$ cat src/rtl/gpio_axis_mux_writer_pkg.sv
// Shared GPIO field layout and helpers for the PS GPIO bridges.
// Includes beat sizing and the control address used by the Ising core.
package gpio_axis_mux_writer_pkg;

   localparam int GPIO_W          = 32;
   localparam int gpio_data_width = 8;
   localparam int gpio_addr_width = 8;
   localparam int W_CLK_BIT       = 31;
   localparam int ADDR_LSB        = 8;
   localparam int DATA_LSB        = 0;
   localparam int num_bits        = 16;

   typedef logic [gpio_addr_width-1:0] chan_addr_t;
   typedef logic [gpio_data_width-1:0] gpio_byte_t;

   function automatic int beats_per_word(input int w);
      return (w + gpio_data_width - 1) / gpio_data_width;
   endfunction

   function automatic int gpio_ctrl_addr(input int base, input int n);
      return base + n;
   endfunction

endpackage

$ cat src/rtl/gpio_axis_mux_writer_strobe_sync.sv
// w_clk synchroniser with a registered rising-edge pulse.
// Reusable by any PS GPIO bridge that needs one event per strobe.
module gpio_strobe_sync #(
   parameter int SYNC_STAGES = 2
) (
   input  logic clk,
   input  logic rst,
   input  logic strobe,
   output logic pulse
);

   logic [SYNC_STAGES-1:0] sync;
   logic                   prev;

   always_ff @(posedge clk or negedge rst) begin
      if (!rst) begin
         sync  <= '0;
         prev  <= 1'b0;
         pulse <= 1'b0;
      end else begin
         sync  <= {sync[SYNC_STAGES-2:0], strobe};
         prev  <= sync[SYNC_STAGES-1];
         pulse <= sync[SYNC_STAGES-1] & ~prev;
      end
   end

endmodule

$ cat src/rtl/gpio_axis_mux_writer.sv
// PS GPIO byte writes to NUM_CH AXI-Stream channels, MSB-first
// word assembly, sticky overflow and per-channel clear.
module gpio_axis_mux_writer
   import gpio_axis_mux_writer_pkg::*;
#(
   parameter int NUM_CH      = 4,
   parameter int BASE_ADDR   = 0,
   parameter int CTRL_ADDR   = gpio_ctrl_addr(BASE_ADDR, NUM_CH),
   parameter int DATA_W      = num_bits,
   parameter int BEATS       = beats_per_word(DATA_W),
   parameter int SYNC_STAGES = 2
) (
   input  logic                     clk,
   input  logic                     rst,
   input  logic [GPIO_W-1:0]        gpio_in,
   output logic [NUM_CH*DATA_W-1:0] m_data,
   output logic [NUM_CH-1:0]        m_valid,
   input  logic [NUM_CH-1:0]        m_rdy,
   output logic [NUM_CH-1:0]        ovf,
   output logic [NUM_CH-1:0]        beat_pend
);

   localparam int ACC_W = BEATS * gpio_data_width;
   localparam int CNT_W = (BEATS > 1) ? $clog2(BEATS) : 1;

   logic       ev;
   logic       ctrl_hit;
   chan_addr_t addr;
   gpio_byte_t data;
   logic       unused_bits;

   assign addr        = gpio_in[ADDR_LSB +: gpio_addr_width];
   assign data        = gpio_in[DATA_LSB +: gpio_data_width];
   assign unused_bits = ^gpio_in[W_CLK_BIT-1:ADDR_LSB+gpio_addr_width];
   assign ctrl_hit    = ev && (addr == chan_addr_t'(CTRL_ADDR));

   gpio_strobe_sync #(
      .SYNC_STAGES(SYNC_STAGES)
   ) u_sync (
      .clk   (clk),
      .rst   (rst),
      .strobe(gpio_in[W_CLK_BIT]),
      .pulse (ev)
   );

   for (genvar i = 0; i < NUM_CH; i++) begin : g_ch
      logic              hit;
      logic              clr;
      logic              last;
      logic              can_load;
      logic [CNT_W-1:0]  cnt;
      logic [ACC_W-1:0]  acc;
      logic [ACC_W-1:0]  acc_nxt;
      logic [DATA_W-1:0] word;
      logic              vld;
      logic              ovf_q;

      if (i < gpio_data_width) begin : g_clr
         assign clr = ctrl_hit & data[i];
      end else begin : g_noclr
         assign clr = 1'b0;
      end

      assign hit      = ev && (addr == chan_addr_t'(BASE_ADDR + i));
      assign last     = (cnt == CNT_W'(BEATS - 1));
      assign acc_nxt  = ACC_W'({acc, data});
      // A consume in the same cycle frees the slot for the new word.
      assign can_load = !vld || m_rdy[i];

      always_ff @(posedge clk or negedge rst) begin
         if (!rst) begin
            cnt   <= '0;
            acc   <= '0;
            word  <= '0;
            vld   <= 1'b0;
            ovf_q <= 1'b0;
         end else begin
            if (vld && m_rdy[i])
               vld <= 1'b0;
            if (clr) begin
               cnt   <= '0;
               acc   <= '0;
               ovf_q <= 1'b0;
            end else if (hit) begin
               acc <= acc_nxt;
               if (last) begin
                  cnt <= '0;
                  if (can_load) begin
                     word <= acc_nxt[DATA_W-1:0];
                     vld  <= 1'b1;
                  end else begin
                     ovf_q <= 1'b1;
                  end
               end else begin
                  cnt <= cnt + 1'b1;
               end
            end
         end
      end

      assign m_data[i*DATA_W +: DATA_W] = word;
      assign m_valid[i]                 = vld;
      assign ovf[i]                     = ovf_q;
      assign beat_pend[i]               = (cnt != '0);
   end

endmodule

$ cat config.mk
export PLATFORM = sky130hd
export DESIGN_NAME = gpio_axis_mux_writer
export DESIGN_NICKNAME = d
export VERILOG_FILES = /design/src/rtl/gpio_axis_mux_writer_pkg.sv /design/src/rtl/gpio_axis_mux_writer_strobe_sync.sv /design/src/rtl/gpio_axis_mux_writer.sv
export SDC_FILE = /design/constraint.sdc
export NUM_CORES = 1
export LEC_CHECK = 0
export CORE_MARGIN = 2
export CORE_UTILIZATION = 40
export DETAILED_ROUTE_END_ITERATION = 12
export PLACE_DENSITY = 0.74
export REMOVE_ABC_BUFFERS = 1
export SLEW_MARGIN = 20
export SYNTH_ARGS = -nofsm -noshare
export SYNTH_HDL_FRONTEND = slang
export SYNTH_SLANG_ARGS = --single-unit
$ cat constraint.sdc
create_clock -name clk -period 1.7 [get_ports clk]
set_input_delay 0.255 -clock clk [delete_from_list [all_inputs] [get_ports clk]]
set_output_delay 0.255 -clock clk [all_outputs]
set_load 0.1 [all_outputs]
==> results of run 1 <==
area by class of cell:
class / count / area, µm² / area share
inverters: 1 / 3.75 / 0.000552
multi-input cells: 157 / 1500 / 0.221
flip-flops and latches: 112 / 2800 / 0.412
repair buffers: 135 / 2100 / 0.309
clock inverters: 6 / 92.6 / 0.0136
well taps: 140 / 175 / 0.0257
clock buffers: 9 / 124 / 0.0182
critical path, delay by kind of cell (launching register included):
family,cells,cell delay [ps]
AND/OR/NAND/NOR,3,600
buffers and inverters,2,340
flip-flops,1,340
multiplexers,1,310
state kept, by name, indices dropped and copies added (netlist names):
signal        cells
g_ch.vld          4
u_sync.sync       2
g_ch.word        64
u_sync.pulse      1
g_ch.cnt          4
g_ch.ovf_q        4
u_sync.prev       1
g_ch.acc         32
repair_timing:
item                                   CTS  global route
endpoints found under the hold margin   69             0
gates cloned                             1             1
hold buffers                             1             0
gates resized for setup                 19            25
setup endpoints to repair               64            64
setup buffers                            3             2
pin swaps                                0             2
synthesized netlist by cell type, drive strengths merged:
cell      n
dfrtp   112
mux2     68
a22o     29
buf      21
nand2    21
clkbuf    8
o21ai     8
and3      6
nand2b    4
nand4     4
nor2b     4
nand3     3
and4      2
nor2      2
a21o      1
a21oi     1
inv       1
mux2i     1
nand4b    1
nor3      1
nor4b     1
report_power, final:
| part | total (W) | leakage [nW] | switching (W) | internal (W) |
|---|---|---|---|---|
| Combinational | 0.000287 | 1.56 | 0.000169 | 0.000118 |
| Sequential | 0.00271 | 1.55 | 0.0000234 | 0.00269 |
| Clock | 0.00170 | 0.102 | 0.000868 | 0.000830 |
stage by stage:
step                setup TNS, ps  hold WS, ps  area, µm²  std cells
floorplan                  -29450        -40.6       4160        270
global placement           -36860          336       6370        539
detailed placement         -37070          337       6370        539
CTS                         -1660          331       6720        559
global route                -2310          341       6800        560
finish                      -48.8          342       6800        560
how the worst min path moves through the flow:
| stage | from | end | depth (start not counted) |
|---|---|---|---|
| final | gpio_in[31] | u_sync.sync[0] | 1 |
| after CTS | gpio_in[31] | u_sync.sync[0] | 1 |
| after floorplan | rst | g_ch[0].acc[0] | 0 |
| after global placement | u_sync.sync[0] | u_sync.sync[1] | 0 |
| after global routing | gpio_in[31] | u_sync.sync[0] | 1 |
| after detailed placement | u_sync.sync[0] | u_sync.sync[1] | 0 |
metal layers:
metal,up-vias,global-route usage,share of wire
met5,-,0,0
met4,0,0.0330,0.0054
met3,6,0.0573,0.049
met2,68,0.305,0.50
met1,1477,0.256,0.45
li1,1285,-,-
kinds of logic after synthesis:
| kind of cell | after synthesis |
|---|---|
| and+or+nand+nor | 49 |
| AOI/OAI and AO/OA | 39 |
| buffers and inverters | 30 |
| DFF | 112 |
| muxes | 69 |
==> results.py, run 1 <==
metrics = {
    "setup_path": {
        "cpMaxStageDelayCell": "dfrtp_1",
        "startpoint_type": "register",
        "cp_data_arrival_time_ps": 1960,
        "critPathMaxFanout": 8,
        "ff2ff_setup_slack_ps": -9,
        "cp-end-kind": "register",
        "critical_path.cell_chain": "nor4b_4 > buf_4 > and4_4 > and3_4 > buf_8 > mux2_4",
        "crit_type": "reg2reg",
        "crit_path_end": "g_ch[3].word[5]",
        "crit_required_ps": 1950,
        "r2r_start": "u_sync.pulse",
        "rr_worst_depth": 6,
        "reg2reg_to": "g_ch[3].word[5]",
        "crit_start": "u_sync.pulse",
        "slowest_delay_ps": 340,
    },
    "cells_and_area": {
        "syn_to_final_growth_pct": 56.1,
        "fillers": 816,
        "fin_util": 0.633,
        "mostFrequentLayoutCells": "dfrtp_1, buf_12, mux2_4, buf_4, a22o_1",
        "final_layout_size_suffix_gt1_frac": 0.443,
        "layout_commonest_cell": "dfrtp_1",
        "diodes": 0,
        "layout.nets": 454,
    },
    "routing": {
        "totalWireLength_mm": 10.6,
        "drc": 0,
        "viasPerCell": 5.06,
        "wire_per_inst_um": 18.9,
        "drt_iter0_markers": 124,
        "ant_nets": 0,
        "num_vias": 2836,
        "first_pass_iters": 4,
    },
    "logic_synthesis": {
        "synth_area_um2": 4360,
        "synth_top_area_frac": 0.643,
        "yosys_register_bits": 112,
        "yosysUniqueCellTypes": 25,
        "synth-compound-area-share": 0.0704,
        "synth_top_family_by_area": "multiplexers",
        "synthMuxAreaShare": 0.178,
        "synthAdderAreaFrac": 0,
        "yosysWarnings": 0,
        "synthSimpleGateAreaFrac": 0.0629,
        "synthXorXnorAreaFrac": 0,
        "postSynthCellCount": 299,
        "ys_top_cells_by_area": "dfrtp_1, mux2_2, a22o_1, mux2_1, buf_4",
        "yosysTopAreaCell": "dfrtp_1",
        "yosysSeqAreaShare": 0.643,
        "postSynthAreaPerCell_um2": 14.6,
    },
    "timing": {
        "worst_slack_ps": -9.44,
        "maxSlewHeadroom": 0.616,
        "hold_viol_final": 0,
        "finalCritPeriodShare": 1.01,
        "drv_slew": 0,
        "finalSetupViolCount": 13,
        "max_slew.worst_pin.slew_ps": 575,
        "fmax_mhz": 585,
        "min_period_ps": 1710,
        "finalClockSkew_ps": 11.0,
        "rsz0062_at_grt": "yes",
    },
    "floorplan": {
        "die-area_um2": 11700,
        "start_util": 0.405,
        "die_x_um": 108,
        "rows": 38,
        "die_y_um": 108,
        "coreArea_um2": 10700,
        "num_io_pins": 114,
    },
    "global_routing": {
        "gr-total-overflow": 0,
        "grt_max_degree": 113,
        "antenna_found_initial": 0,
        "grt_usage": 0.189,
        "grt_first_pass_wirelength_mm": 16.7,
        "first_global_vias": 3053,
    },
    "clock_network": {
        "clkSinkCount": 112,
        "cts_tree": "built",
        "cts_max_path_buffers": 2,
        "clk_root_buffer_cell": "clkbuf_8",
        "htreeDepth": 3,
        "insertion_delay_ps": 360,
        "cts.reportedPaths.clkPinSlew_ps": 100,
        "cts_made_buffers": 9,
    },
    "outcome": {
        "outcome": "finished with violations",
        "violations": "setup timing",
    },
    "power": {
        "powerDensity_nw_per_um2": 691,
        "total_power_w": 0.00470,
        "vdd_drop_max_v": 0.000569,
        "leakagePower_nw": 3.22,
    },
    "flow_run": {
        "max-cap-violations": 0,
    },
    "placement": {
        "port_buffers": 98,
        "gp_congestion": 0.788,
        "place_ws_ps": -522,
        "hpwl_mm": 7.17,
    },
    "hold_path": {
        "holdCritPathClass": "in2reg",
    },
}
No activity file was read; power rests on OpenSTA's default activity.
==> run 2, diff against run 1 <==
--- a/config.mk
+++ b/config.mk
@@ -8,6 +8,7 @@
 export CORE_MARGIN = 2
 export CORE_UTILIZATION = 40
 export DETAILED_ROUTE_END_ITERATION = 12
+export GPL_ROUTABILITY_DRIVEN = 1
 export PLACE_DENSITY = 0.74
 export REMOVE_ABC_BUFFERS = 1
 export SLEW_MARGIN = 20
==> results of run 2 <==
No change in the layout: final DEF, timing and power equal those of run 1.
